## config.mk

```make
export PLATFORM = sky130hd
export DESIGN_NAME = fifo_write_ctrl
export DESIGN_NICKNAME = d
export VERILOG_FILES = /design/src/rtl/fifo_pkg.sv /design/src/rtl/ptr_sync_2ff.sv /design/src/rtl/fifo_write_ctrl.sv
export SDC_FILE = /design/constraint.sdc
export NUM_CORES = 1
export LEC_CHECK = 0
export CAP_MARGIN = 20
export CORE_MARGIN = 3
export CORE_UTILIZATION = 44
export DETAILED_ROUTE_END_ITERATION = 7
export PLACE_DENSITY = 0.78
export SLEW_MARGIN = 25
export SYNTH_ARGS = -nofsm -noshare
export SYNTH_HDL_FRONTEND = slang
export SYNTH_SLANG_ARGS = --single-unit
```

## constraint.sdc

```tcl
create_clock -name wclk -period 2.45 [get_ports wclk]
set_input_delay 0.49 -clock wclk [delete_from_list [all_inputs] [get_ports wclk]]
set_output_delay 0.49 -clock wclk [all_outputs]
set_load 0.02 [all_outputs]
```

## src/rtl/fifo_pkg.sv

```systemverilog
// Shared FIFO definitions: default address width and Gray-code pointer helpers.
package fifo_pkg;

  localparam int unsigned ADDR_W_DEFAULT = 3;
  localparam int unsigned GRAY_MAX_W     = 32;

  // Callers widen to GRAY_MAX_W and truncate the result back to pointer width.
  function automatic logic [GRAY_MAX_W-1:0] bin2gray(input logic [GRAY_MAX_W-1:0] b);
    return b ^ (b >> 1);
  endfunction

  function automatic logic [GRAY_MAX_W-1:0] gray2bin(input logic [GRAY_MAX_W-1:0] g);
    logic [GRAY_MAX_W-1:0] b;
    b = '0;
    b[GRAY_MAX_W-1] = g[GRAY_MAX_W-1];
    for (int i = GRAY_MAX_W - 2; i >= 0; i--) begin
      b[i] = b[i+1] ^ g[i];
    end
    return b;
  endfunction

endpackage

```

## src/rtl/ptr_sync_2ff.sv

```systemverilog
// Two-flop synchroniser for a Gray-coded pointer crossing into this clock domain.
module ptr_sync_2ff #(
  parameter int unsigned W = 4
) (
  input  logic         wclk,
  input  logic         wrst,
  input  logic [W-1:0] d,
  output logic [W-1:0] q
);

  logic [W-1:0] meta_q;
  logic [W-1:0] sync_q;

  always_ff @(posedge wclk) begin
    if (wrst) begin
      meta_q <= '0;
      sync_q <= '0;
    end else begin
      meta_q <= d;
      sync_q <= meta_q;
    end
  end

  assign q = sync_q;

endmodule

```

## src/rtl/fifo_write_ctrl.sv

```systemverilog
// Write-side controller of an async FIFO: pointers, full/level flags, sticky overflow.
module fifo_write_ctrl
  import fifo_pkg::*;
#(
  parameter int unsigned ADDR_W    = ADDR_W_DEFAULT,
  parameter int unsigned AF_MARGIN = 1
) (
  input  logic              wclk,
  input  logic              wrst,
  input  logic              wr_valid,
  input  logic              ovf_clr,
  input  logic [ADDR_W:0]   g_rd_ptr_async,
  output logic              wr_ready,
  output logic              mem_we,
  output logic [ADDR_W-1:0] mem_waddr,
  output logic [ADDR_W:0]   b_wr_ptr,
  output logic [ADDR_W:0]   g_wr_ptr,
  output logic              full,
  output logic              almost_full,
  output logic [ADDR_W:0]   wr_level,
  output logic              overflow
);

  localparam int unsigned PW    = ADDR_W + 1;
  localparam int unsigned DEPTH = 1 << ADDR_W;
  // Full when the two MSBs of the Gray pointers differ and the rest match.
  localparam logic [PW-1:0] FULL_MASK = PW'(3) << (PW - 2);
  localparam logic [PW-1:0] AF_LEVEL  = PW'(DEPTH - AF_MARGIN);

  logic [PW-1:0] b_wr_ptr_q, b_wr_ptr_d;
  logic [PW-1:0] g_wr_ptr_q, g_wr_ptr_d;
  logic          ovf_q, ovf_d;
  logic [PW-1:0] g_rd_ptr_sync;
  logic [PW-1:0] b_rd_ptr_sync;
  logic          full_c;
  logic          accept_c;

  ptr_sync_2ff #(.W(PW)) u_rd_sync (
    .wclk (wclk),
    .wrst (wrst),
    .d    (g_rd_ptr_async),
    .q    (g_rd_ptr_sync)
  );

  assign full_c        = ((g_wr_ptr_q ^ g_rd_ptr_sync) == FULL_MASK);
  assign accept_c      = wr_valid & ~full_c & ~wrst;
  assign b_rd_ptr_sync = PW'(gray2bin(GRAY_MAX_W'(g_rd_ptr_sync)));

  // Next-state: advance both pointers together so the Gray copy never lags.
  always_comb begin
    b_wr_ptr_d = b_wr_ptr_q;
    g_wr_ptr_d = g_wr_ptr_q;
    ovf_d      = ovf_q;
    if (accept_c) begin
      b_wr_ptr_d = b_wr_ptr_q + PW'(1);
      g_wr_ptr_d = PW'(bin2gray(GRAY_MAX_W'(b_wr_ptr_d)));
    end
    if (wr_valid && full_c) begin
      ovf_d = 1'b1;
    end else if (ovf_clr) begin
      ovf_d = 1'b0;
    end
  end

  always_ff @(posedge wclk) begin
    if (wrst) begin
      b_wr_ptr_q <= '0;
      g_wr_ptr_q <= '0;
      ovf_q      <= 1'b0;
    end else begin
      b_wr_ptr_q <= b_wr_ptr_d;
      g_wr_ptr_q <= g_wr_ptr_d;
      ovf_q      <= ovf_d;
    end
  end

  assign mem_we      = accept_c;
  assign mem_waddr   = b_wr_ptr_q[ADDR_W-1:0];
  assign b_wr_ptr    = b_wr_ptr_q;
  assign g_wr_ptr    = g_wr_ptr_q;
  assign full        = full_c;
  assign wr_ready    = ~full_c;
  assign wr_level    = b_wr_ptr_q - b_rd_ptr_sync;
  assign almost_full = full_c | (wr_level >= AF_LEVEL);
  assign overflow    = ovf_q;

endmodule

```

==> results.txt <==
The number of distinct library cells after synthesis is 21. The peak ir drop on the vdd network is 0.446 mV. The routed length per instance came out at about 12 µm. The HPWL after detailed placement is between 1 and 1.5 mm. The flip-flop cell with the highest count after synthesis is sky130_fd_sc_hd__dfxtp_1. The power per unit of standard cell area came out at roughly 600 nW/µm². Walking the worst path, the cells encountered are xnor2_2, xor2_2, xnor2_1, ha_2, fa_2, inv_2, a31oi_4, o21ai_2, buf_6.

The width of the die is 49.3 µm. The repair_antennas step left the layout with diodes totalling 0. The finished cells cover between 1000 and 1500 µm². The number of buffer and inverter stages on the critical path is 2. The violation count after the first detailed-routing iteration came out at 3. The number of antenna violations at the first check in global routing came out at 0. In this run the tightest slew margin relative to its limit is 0.834. The actual slew at the worst max-slew pin came out at ~0.25 ns. The net count of the mapped netlist came out at 101. The total routing usage reported by global routing is 0.169.

The combinational cell fraction of total power came out at 0.416. The hold violation total from the final report is 0. The critical path is of the reg2out type.

After clock tree synthesis, the clock-pin slew on the worst setup and hold paths is roughly 0.090 ns. The sort of element at the end of the critical path is an output port. For the worst setup path, the data arrival time is about 2.3 ns. The leakage power came out at 0.555 nW. The clock tree from TritonCTS is built. Derived from the worst setup path, the maximum achievable clock frequency is between 300 and 400 MHz. Of the total power, the clock network draws 0.217.

The worst slack after detailed placement is -0.497 ns. The standard cell core area is 1750 µm². The layout net count is 140. The switching part of the total is 0.320.

The fraction of final layout cells with drive strength greater than 1 is 0.302. The slowest stage of the critical path is the sky130_fd_sc_hd__fa_2 cell. The die covers 2430 µm². The quantity of hold-fixing buffers added after cts came out at 0.

Of all flip-flops after synthesis, the portion carrying an async set or reset was 0. The largest total area in the synthesized netlist belongs to sky130_fd_sc_hd__dfxtp_1. The shortest period the worst path allows is 2.78 ns. The floorplan has 15 rows. The cell count after synthesis came out at 88. The clock skew is 0.00347 ns. The number of synthesis warnings is 0. The mean number of vias per cell came out at 4.71.

The number of synthesized flops with an enable pin is 0. The cell family with the largest share of critical-path delay is adder cells. The initial standard-cell utilization of the core came out at 0.472. The number of placed instances with taps included is about 150. The routed via count came out at a little over 700. The first-pass detailed-route iteration total is 4. The largest net degree at the start of global routing is 17. The last weighted congestion value of the routability-driven placer is a little under 0.8. For the worst-skew pair, the clock arrives at the later sink with an insertion delay of roughly 0.28 ns. The biggest fanout along the worst timing path came out at 2. The nature of the critical path startpoint is a flop.

Sorting the synthesized cells by area gives the leading types as sky130_fd_sc_hd__dfxtp_1 (39%), sky130_fd_sc_hd__xnor2_1 (12%), sky130_fd_sc_hd__nor2b_1 (7.6%), sky130_fd_sc_hd__ha_1 (6.1%), sky130_fd_sc_hd__mux2i_1 (4.9%). The via count of the first global-routing pass is between 700 and 800. The utilization after layout came out at 0.741. The part of the power in registers came out at 0.367. For this run the aggregate overflow at the end of global routing stands at 0. TritonCTS created 3 clock buffers. The flow ran to the end, but the final reports show violations. Summing all placed instances gives a cell area of ~1200 µm².

During placement, the flow inserted port buffers numbering 27. The internal power of the cells totals 0.529 mW. The post-synthesis area per instance came out at approximately 9.4 µm². In this run the clock root is driven by a sky130_fd_sc_hd__clkbuf_4.

The post-synthesis sequential area ratio is 0.389. Setup violations remaining at the end of the flow were counted as 4. The largest buffer count on any clock path came out at 2. The final routed wirelength across all metal layers is approximately 1.9 mm. The path category of the worst min-delay check is reg2reg.

The total of flip-flops plus latches after synthesis came out at 16. The height of the die came out at about 49 µm. The filler-free cell count of the finished design came out at 151. The part of the cycle the worst path needs came out at 1.13. The worst path setup slack after routing came out at -0.327 ns.

The number of top-level design ports came out at 28. The number of clock sinks is 16. The number of max-cap violations came out at 0.

CTS built an H-tree with a depth of 1. The overall power of the completed layout came out at between 0.7 and 0.8 mW. Setup repair after global routing could not meet its margin everywhere.

The area growth from synthesis to layout came out at 57.0%. The portion of synthesized cell area occupied by the leading cell type is 0.389. The remaining design rule violation count is 0. The final total negative setup slack is -0.694 ns. The first-pass GRT wire length came out at 3.12 mm. The netlist area before placement came out at approximately 800 µm². The post-route worst hold slack came out at between 0.4 and 0.5 ns. The detail route stage leaves a number of antenna-violating nets equal to 0. The count of final max-slew check failures came to 0. The total net switching power is 0.249 mW. The checks that failed: setup timing. STA puts the critical path data required time at just under 2 ns.

The biggest cell delay along the critical path is 0.53 ns.
==> routing by layer <==
layer  up-vias  routed length [µm]  track usage
met3         2                  70       0.0275
met2        20                1070        0.335
met4         0                  12       0.0474
li1        355                   -            -
met5         -                   0            0
met1       334                 718        0.177
==> power groups by stage <==
stage                     sequential, mW  combinational [mW]  clock [mW]
after floorplan                    0.304               0.164           0
after global placement             0.291               0.286           0
after detailed placement           0.291               0.294           0
after CTS                          0.286               0.318       0.174
after global routing               0.288               0.347       0.187
final                              0.286               0.324       0.169
==> sequential cells by signal, indices dropped and copies added, names as in the netlist <==
signal            cells
g_wr_ptr              3
u_rd_sync.q           4
u_rd_sync.meta_q      4
overflow              1
b_wr_ptr              4
==> placed cells by master, fill, tap and decap left out, types with 2 or more instances in the layout <==
| cell | count |
|---|---|
| sky130_fd_sc_hd__clkdlybuf4s50_1 | 19 |
| sky130_fd_sc_hd__dfxtp_1 | 13 |
| sky130_fd_sc_hd__buf_4 | 13 |
| sky130_fd_sc_hd__nor2b_1 | 10 |
| sky130_fd_sc_hd__xnor2_1 | 9 |
| sky130_fd_sc_hd__inv_1 | 8 |
| sky130_fd_sc_hd__nor2_1 | 8 |
| sky130_fd_sc_hd__mux2i_1 | 4 |
| sky130_fd_sc_hd__a21oi_1 | 3 |
| sky130_fd_sc_hd__ha_1 | 3 |
| sky130_fd_sc_hd__dfxtp_2 | 3 |
| sky130_fd_sc_hd__clkbuf_4 | 3 |
| sky130_fd_sc_hd__buf_6 | 3 |
| sky130_fd_sc_hd__xor2_2 | 2 |
| sky130_fd_sc_hd__o21ai_2 | 2 |
| sky130_fd_sc_hd__o21ai_0 | 2 |
| sky130_fd_sc_hd__or3_1 | 2 |
| sky130_fd_sc_hd__dlymetal6s2s_1 | 2 |
==> path summary, 6_finish.rpt <==
kind / startpoint / to / slack, ns / cells after the start
min: u_rd_sync.meta_q[0] / u_rd_sync.q[0] / 0.44 / 1
max: u_rd_sync.q[2] / almost_full / -0.33 / 9
min reg2reg: u_rd_sync.meta_q[0] / u_rd_sync.q[0] / 0.44 / 1
max reg2reg: u_rd_sync.q[3] / b_wr_ptr[3] / 0.81 / 6
==> cells in the mapped netlist, drive strengths merged, types with 2 or more instances <==
master and instances:
nor2b 10, mux2i 4, o21ai 4, ha 4, xnor2 11, nor2 8, a21oi 4, inv 9
or3 2, buf 5, dfxtp 16, xor2 3
==> area by class of cell <==
| type | instances | area [µm²] |
|---|---|---|
| clock buffers | 4 | 36.3 |
| multi-input cells | 57 | 502 |
| inverters | 9 | 33.8 |
| repair buffers | 40 | 365 |
| well taps | 25 | 31.3 |
| flip-flops and latches | 16 | 324 |
| fillers | 131 | 453 |
==> logic make-up (layout without fill, tap and decap cells) <==
family,Yosys count,count (layout),share of synthesized area
xor+xnor,14,14,0.149
flops,16,16,0.389
buf+inv,15,53,0.0957
simple gates,23,23,0.155
compound gates,11,11,0.0775
fa+ha+maj,5,5,0.0851
mux,4,4,0.0486
==> what timing repair did <==
| action | 4_1_cts | 5_1_grt |
|---|---|---|
| resized for setup | 31 | 10 |
| setup buffers | 2 | 1 |
| hold endpoints to repair | 0 | 0 |
| pin swaps | 8 | 8 |
| cloned | 0 | 0 |
| setup endpoints to repair | 8 | 7 |
==> worst register-to-register path: cells and delay by family (launching register included) <==
family	cells	cell delay (ns)
DFF	1	0.34
AOI/OAI and AO/OA	2	0.41
xor gates and xnor gates	1	0.16
and+or+nand+nor	1	0.35
buffers and inverters	2	0.32
Power figures use the tool's default switching activity.
